--- config.mk ---
export PLATFORM = sky130hd
export DESIGN_NAME = alu_sequencer
export DESIGN_NICKNAME = d
export VERILOG_FILES = /design/src/rtl/alu_sequencer.sv
export SDC_FILE = /design/constraint.sdc
export NUM_CORES = 1
export LEC_CHECK = 0
export ABC_AREA = 1
export CAP_MARGIN = 20
export CORE_MARGIN = 2
export CORE_UTILIZATION = 43
export CTS_CLUSTER_SIZE = 8
export DETAILED_ROUTE_END_ITERATION = 10
export PLACE_DENSITY = 0.87
export SLEW_MARGIN = 20
export SYNTH_ARGS = -nofsm -noshare
export SYNTH_HDL_FRONTEND = slang
export SYNTH_SLANG_ARGS = --single-unit
--- constraint.sdc ---
create_clock -name clock -period 3.5 [get_ports clock]
set_clock_uncertainty 0.05 [all_clocks]
set_input_delay 0.7 -clock clock [delete_from_list [all_inputs] [get_ports clock]]
set_output_delay 0.7 -clock clock [all_outputs]
set_load 0.03 [all_outputs]
--- src/rtl/alu_sequencer.sv ---
// Command/response sequencer that issues one operation at a time to a registered ALU.
// Define ALU_SEQ_CHECK_EN to add expected-result comparison (rsp_pass, err_count).
module alu_sequencer #(
    parameter int WIDTH       = 32,
    parameter int ALU_LATENCY = 1,
    parameter int CNT_WIDTH   = 16
) (
    input  logic                 clock,
    input  logic                 clear,
    input  logic                 cmd_valid,
    output logic                 cmd_ready,
    input  logic [WIDTH-1:0]     cmd_a,
    input  logic [WIDTH-1:0]     cmd_b,
    input  logic [2:0]           cmd_op,
    input  logic [WIDTH-1:0]     cmd_expect,
    output logic [WIDTH-1:0]     alu_a,
    output logic [WIDTH-1:0]     alu_b,
    output logic [2:0]           alu_op,
    input  logic [WIDTH-1:0]     alu_result,
    input  logic                 alu_zero,
    output logic                 rsp_valid,
    input  logic                 rsp_ready,
    output logic [WIDTH-1:0]     rsp_result,
    output logic                 rsp_zero,
    output logic [CNT_WIDTH-1:0] ops_count
`ifdef ALU_SEQ_CHECK_EN
    ,
    output logic                 rsp_pass,
    output logic [CNT_WIDTH-1:0] err_count
`endif
);

    localparam int CW = (ALU_LATENCY < 1) ? 1 : $clog2(ALU_LATENCY + 1);

    typedef enum logic [1:0] {
        S_IDLE,
        S_WAIT,
        S_RESP
    } state_t;

    state_t        state;
    logic [CW-1:0] wait_cnt;

`ifdef ALU_SEQ_CHECK_EN
    logic [WIDTH-1:0] expect_q;
`else
    logic unused_expect;
    assign unused_expect = ^cmd_expect;
`endif

    // The counter reaching zero marks the edge where the ALU result has settled.
    always_ff @(posedge clock or negedge clear) begin
        if (!clear) begin
            state      <= S_IDLE;
            wait_cnt   <= '0;
            cmd_ready  <= 1'b1;
            rsp_valid  <= 1'b0;
            rsp_result <= '0;
            rsp_zero   <= 1'b0;
            alu_a      <= '0;
            alu_b      <= '0;
            alu_op     <= 3'b101;
            ops_count  <= '0;
`ifdef ALU_SEQ_CHECK_EN
            expect_q   <= '0;
            rsp_pass   <= 1'b0;
            err_count  <= '0;
`endif
        end else begin
            case (state)
                S_IDLE: begin
                    if (cmd_valid && cmd_ready) begin
                        alu_a     <= cmd_a;
                        alu_b     <= cmd_b;
                        alu_op    <= cmd_op;
                        wait_cnt  <= CW'(ALU_LATENCY);
                        cmd_ready <= 1'b0;
                        state     <= S_WAIT;
`ifdef ALU_SEQ_CHECK_EN
                        expect_q  <= cmd_expect;
`endif
                    end
                end
                S_WAIT: begin
                    if (wait_cnt == '0) begin
                        rsp_result <= alu_result;
                        rsp_zero   <= alu_zero;
                        rsp_valid  <= 1'b1;
                        state      <= S_RESP;
`ifdef ALU_SEQ_CHECK_EN
                        rsp_pass   <= (alu_result == expect_q);
`endif
                    end else begin
                        wait_cnt <= wait_cnt - CW'(1);
                    end
                end
                S_RESP: begin
                    if (rsp_ready) begin
                        rsp_valid <= 1'b0;
                        cmd_ready <= 1'b1;
                        state     <= S_IDLE;
                        if (ops_count != '1) begin
                            ops_count <= ops_count + CNT_WIDTH'(1);
                        end
`ifdef ALU_SEQ_CHECK_EN
                        if (!rsp_pass && (err_count != '1)) begin
                            err_count <= err_count + CNT_WIDTH'(1);
                        end
`endif
                    end
                end
                default: begin
                    state     <= S_IDLE;
                    cmd_ready <= 1'b1;
                    rsp_valid <= 1'b0;
                end
            endcase
        end
    end

endmodule

==> results of run 1 <==
==> cell families after synthesis <==
logic type                 share of synthesized area [%]
muxes                                               7.53
buffers and inverters                               3.95
DFF                                                 61.4
adders and majority gates                          0.253
AOI/OAI and AO/OA                                  0.608
xor gates and xnor gates                           0.355
and+or+nand+nor                                     25.9
==> how the worst max path moves through the flow <==
| stage | depth (start not counted) | endpoint | startpoint |
|---|---|---|---|
| finish | 1 | cmd_ready | cmd_ready |
| global route | 1 | cmd_ready | cmd_ready |
| global placement | 6 | ops_count[2] | rsp_ready |
| detailed placement | 6 | ops_count[5] | rsp_ready |
| CTS | 1 | cmd_ready | cmd_ready |
| floorplan | 9 | ops_count[2] | ops_count[0] |
==> layout make-up <==
cell class	instances	share of cell area (%)
Sequential cell	121	38.7
Timing Repair Buffer	224	28.8
Multi-Input combinational cell	362	21.9
Clock buffer	25	6.45
Tap cell	143	2.28
Inverter	21	1.01
Clock inverter	7	0.831
==> registers in the layout, indices dropped and copies added, names as in the netlist <==
name	cells
alu_b	32
wait_cnt	1
state	2
ops_count	16
alu_a	32
alu_op	3
rsp_result	32
cmd_ready	1
rsp_zero	1
rsp_valid	1
==> power by group <==
part / total, uW / internal [uW] / switching [uW] / leakage (uW)
sequential: 2360 / 2020 / 343 / 0.00150
combinational: 3580 / 1500 / 2080 / 0.00187
clock: 1640 / 1060 / 576 / 0.000279
total: 7580 / 4590 / 3000 / 0.00365
==> metal layers <==
metal  track usage [%]  share of wire, %
met5                 0                 0
met4              10.0               2.5
met3              7.93               7.8
met2              37.4                51
met1              24.5                39
==> placed cells by master (no fill, tap or decap), drive strengths merged <==
cell type	netlist	layout
mux2	33	33
ha	1	1
and3	2	2
buf	14	4
clkinv	0	4
dfstp	3	3
nor2	24	24
nand3	20	20
bufinv	0	1
clkinvlp	0	2
xor2	2	2
o21ai	5	5
dfrtp	118	118
a21oi	1	1
inv	21	21
clkbuf	5	25
nand3b	2	2
nand2	272	272
clkdlybuf4s50	0	220
==> stage by stage <==
step | hold WS [ns] | util [%] | cells | setup WS (ns)
6_report | 0.300 | 69.2 | 903 | 1.11
5_1_grt | 0.355 | 69.2 | 903 | 1.08
4_1_cts | 0.361 | 69.2 | 903 | 1.08
3_5_place_dp | 0.414 | 64.1 | 871 | 1.18
3_3_place_gp | 0.405 | 64.1 | 871 | 1.25
2_1_floorplan | 0.354 | - | 523 | 1.82
==> results.yml, run 1 <==
clock_tree:
  clock_path_buffers: 2
  clk_latency_ns: 0.41
  cts_max_level: 4
  post-cts-setup-buffers: 0
  cts_tree: "yes"
  clockRootBuffer: "clkbuf_16"
  postCtsHoldBufs: 0
  clk_pin_slew_ns: 0.05
  numCtsBuffers: 17
  clkSinkCount: 121
  cts-resized-gates: 0
synth:
  yosysWarnings: 0
  synth_top_cell_area_share_pct: 59.8
  syn-num-nets: 660
  ys_seq_area_share_pct: 61.4
  netlist.top_cell.by_area: "dfrtp_1"
  synth_area_sq_um: 4940
  yosys-top-cells-count: "267 x nand2_1, 118 x dfrtp_1, 33 x mux2_2"
  synth_top_cells_by_area: "dfrtp_1 60%, nand2_1 20%, mux2_2 7.5%"
  yosysMostFrequentCell: "nand2_1"
  synth_area_per_cell_sq_um: 9.44
  syn_inst: 523
  synthDistinctLibCells: 22
  synth_edf_count: 0
  ys_seq_elements: 121
  async_flop_share_pct: 100
  ys.flop_type: "dfrtp_1"
cells_and_area:
  fin_nets: 884
  seqCellArea_sq_um: 3030
  syn_to_final_growth_pct: 58.7
  nFillCells: 822
  n_antenna_cell: 0
  drive_gt1_share_pct: 10.7
  multi_input_area_sq_um: 1710
  fin_area_sq_um: 7830
global_route:
  grt_start_max_net_pins: 122
  grt_use_total_pct: 21.9
  globalRouteOverflowTotal: 0
  grt_pass1_vias: 4373
  antenna_found_initial: 0
  grt_pass1_wl_um: 21300
critical_path:
  crit_path_end_kind: "primary output"
  cpPeakStageDelay_ns: 0.68
  cp-start-kind: "register"
  worst_ep_arrival_time_ns: 1.64
  crit_type: "reg2out"
  path_delay_family: "buffers and inverters"
  cp_slowest_cell: "clkdlybuf4s50_1"
  reg2reg_depth: 9
  r2r-end: "ops_count[1]"
  cp.required_ns: 2.75
  reg2reg_from: "ops_count[0]"
  path_buf_inv: 1
  worst-r2r-setup-slack_ns: 1.46
  cp_max_fo: 3
  critical_path.cell_chain: "clkdlybuf4s50_1"
outcome:
  status: "finished, final reports clean"
timing:
  finalCriticalPeriod_ns: 2.39
  timing.fmax_ghz: 0.419
  max-slew-margin-rel_pct: 47.1
  worstMarginPinSlew_ns: 0.791
  finalSetupViolCount: 0
  maxSlewViolCount: 0
  setup-tns-final_ns: 0
  fin_crit_sh_pct: 68.2
  hold_viol: 0
  rsz0062_at_grt: "false"
floorplanning:
  die_w_um: 111
  io_pins: 254
  die_area_sq_um: 12400
  die_y_um: 111
  initial_utilization_pct: 43.6
  core_sq_um: 11300
  placementRows: 39
placed_design:
  gp_congestion: 0.880
  port_buffers: 221
  placed_area_sq_um: 7260
  hpwl_um: 9320
detailed_routing:
  ant_nets: 0
  drt_iter0_drc: 187
  via_per_inst: 4.76
  post_drt_wl_per_cell_um: 14.6
  drc: 0
  drtPass1Iterations: 4
  via_count: 4302
  drt_wl_total_um: 13100
power:
  power_uw: 7580
  power.density_nw_per_um2: 968
  leakagePower_uw: 0.00365
  ir_drop_mv: 0.707
flow_run:
  cap_violations: 0
hold_path:
  hold_class: "in2async"
Note: power is estimated with default switching activity, not from simulation.
==> run 2, diff against run 1 <==
--- a/config.mk
+++ b/config.mk
@@ -8,10 +8,10 @@
 export ABC_AREA = 1
 export CAP_MARGIN = 20
 export CORE_MARGIN = 2
-export CORE_UTILIZATION = 43
+export CORE_UTILIZATION = 36
 export CTS_CLUSTER_SIZE = 8
 export DETAILED_ROUTE_END_ITERATION = 10
-export PLACE_DENSITY = 0.87
+export PLACE_DENSITY = 0.78
 export SLEW_MARGIN = 20
 export SYNTH_ARGS = -nofsm -noshare
 export SYNTH_HDL_FRONTEND = slang
==> constraint.sdc (replaced) <==
create_clock -name clock -period 2.03 [get_ports clock]
set_clock_uncertainty 0.05 [all_clocks]
set_input_delay 0.406 -clock clock [delete_from_list [all_inputs] [get_ports clock]]
set_output_delay 0.406 -clock clock [all_outputs]
set_load 0.03 [all_outputs]
==> results.yml, run 2 (synthesized netlist as in run 1, its figures left out) <==
floorplanning:
  core_sq_um: 13300
  die_w_um: 121
  die_y_um: 121
  die_area_sq_um: 14700
  initial_utilization_pct: 37.1
  placementRows: 42
  io_pins: 254
critical_path:
  cp_slowest_cell: "clkdlybuf4s50_1"
  cp-start-kind: "register"
  path_delay_family: "buffers and inverters"
  crit_path_end_kind: "primary output"
  worst_ep_arrival_time_ns: 1.52
  path_buf_inv: 1
  cp.required_ns: 1.57
  critical_path.cell_chain: "clkdlybuf4s50_1"
  cpPeakStageDelay_ns: 0.71
  reg2reg_depth: 10
  crit_type: "reg2out"
  cp.depth: 1
  cp_max_fo: 5
placed_design:
  placed_area_sq_um: 7380
  hpwl_um: 9550
  port_buffers: 221
  pre_cts_ws_ns: 0.309
  gp_congestion: 0.787
  dp.cells: 910
power:
  power_uw: 13200
  power.density_nw_per_um2: 1650
  ir_drop_mv: 0.909
  leakagePower_uw: 0.00382
cells_and_area:
  fin_area_sq_um: 7980
  n_antenna_cell: 0
  finalNonFillerCells: 943
  fin_nets: 891
  syn_to_final_growth_pct: 61.6
  largestRegisters: "alu_a: 32 flops, alu_b: 32 flops, rsp_result: 32 flops"
  drive_gt1_share_pct: 11.6
  layout_common_cells: "267 x nand2_1, 206 x clkdlybuf4s50_1, 118 x dfrtp_1"
  layout_commonest_cell: "nand2_1"
  nFillCells: 1118
detailed_routing:
  post_drt_wl_per_cell_um: 14.0
  via_per_inst: 4.58
  drtPass1Iterations: 4
  ant_nets: 0
  drt_iter0_drc: 205
  via_count: 4315
  drt_wl_total_um: 13200
  drc: 0
timing:
  worst_slack_ns: 0.0545
  maxSlewViolCount: 0
  fin_crit_sh_pct: 97.3
  worstMarginPinSlew_ns: 0.418
  hold_viol: 0
  timing.fmax_ghz: 0.506
  finalSetupViolCount: 0
  max-slew-margin-rel_pct: 72.1
  finalCriticalPeriod_ns: 1.98
  whs_ns: 0.415
hold_path:
  hold_class: "reg2reg"
  whs_path_depth: 2
clock_tree:
  clock_path_buffers: 2
  numCtsBuffers: 17
  clkSinkCount: 121
  cts_max_level: 4
  clk_latency_ns: 0.41
  post-cts-setup-buffers: 0
  clockRootBuffer: "clkbuf_16"
  clk_pin_slew_ns: 0.05
  cts_tree: "yes"
flow_run:
  cap_violations: 0
outcome:
  status: "finished, final reports clean"
global_route:
  grt_pass1_vias: 4349
  grt_pass1_wl_um: 21000
  grt_start_max_net_pins: 77
  globalRouteOverflowTotal: 0
  grt_use_total_pct: 18.5
  antenna_found_initial: 0
-- run 2: cell types whose count changed in the layout (fill, tap and decap cells not counted), sizes merged --
cell           before  now
clkinv              4    7
clkbuf             25   20
clkinvlp            2    3
bufinv              1    2
clkdlybuf4s50     220  206
dlygate4sd3         0    1
dlygate4sd2         0    9
buf                 4   10
dlymetal6s2s        0    5
-- run 2: timing repair --
item | in CTS | in global routing
gates resized for setup | 9 | 5
setup endpoints to repair | 9 | 5
hold buffers | 1 | 0
hold endpoints to repair | 72 | 0
-- run 2: stage by stage --
step,util [%],setup TNS (ns)
global placement,55.5,0
global route,60.0,-0.00473
CTS,59.9,0
finish,60.0,0
detailed placement,55.5,0
floorplan,-,0
-- run 2: layout make-up --
| type | instances | area, sq um | share of cell area, % |
|---|---|---|---|
| inverter | 21 | 78.8 | 0.988 |
| clock inverter | 12 | 125 | 1.57 |
| timing repair buffer | 231 | 2350 | 29.5 |
| clock buffer | 20 | 457 | 5.72 |
| sequential | 121 | 3030 | 38.0 |
| tap | 176 | 220 | 2.76 |
| multi-input combinational | 362 | 1710 | 21.5 |
-- run 2: report_power, final --
group	switching [uW]	internal (uW)	leakage (uW)	total, uW
clock	1060	1860	0.000282	2920
combinational	3560	2600	0.00204	6160
sequential	591	3480	0.00150	4080
-- run 2: final timing paths --
| check | start | end | slack, ns |
|---|---|---|---|
| max | ops_count[11] | ops_count[11] | 0.05 |
| min | alu_op[0] | alu_op[0] | 0.41 |
| max reg2reg | ops_count[0] | ops_count[3] | 0.33 |
| min reg2reg | alu_op[0] | alu_op[0] | 0.41 |
| max in group asynchronous | clear | alu_op[0] | 1.03 |
| min in group asynchronous | clear | ops_count[9] | 0.48 |
-- run 2: worst register-to-register path, stage by stage (launching register included) --
cell and delay (ns):
dfrtp_1 0.42, ha_1 0.28, inv_1 0.09, nor2_2 0.05
nand2_2 0.09, nor2_4 0.05, nor2_4 0.18, buf_4 0.18
nand2_1 0.05, nand2_1 0.08, nand2_1 0.06
-- run 2: routing by layer --
| layer | wire length (um) | vias to the layer above | track usage [%] |
|---|---|---|---|
| met5 | 0 | - | 0 |
| met4 | 425 | 0 | 10.1 |
| met3 | 1290 | 31 | 7.66 |
| met2 | 6400 | 180 | 29.8 |
| met1 | 5110 | 2023 | 20.8 |
| li1 | - | 2081 | - |
==> run 3, diff against run 2 <==
--- a/config.mk
+++ b/config.mk
@@ -12,7 +12,7 @@
 export CTS_CLUSTER_SIZE = 8
 export DETAILED_ROUTE_END_ITERATION = 10
 export PLACE_DENSITY = 0.78
-export SLEW_MARGIN = 20
+export SLEW_MARGIN = 10
 export SYNTH_ARGS = -nofsm -noshare
 export SYNTH_HDL_FRONTEND = slang
 export SYNTH_SLANG_ARGS = --single-unit
==> results of run 3 <==
The final DEF is identical to that of run 2; final timing and power are the same.
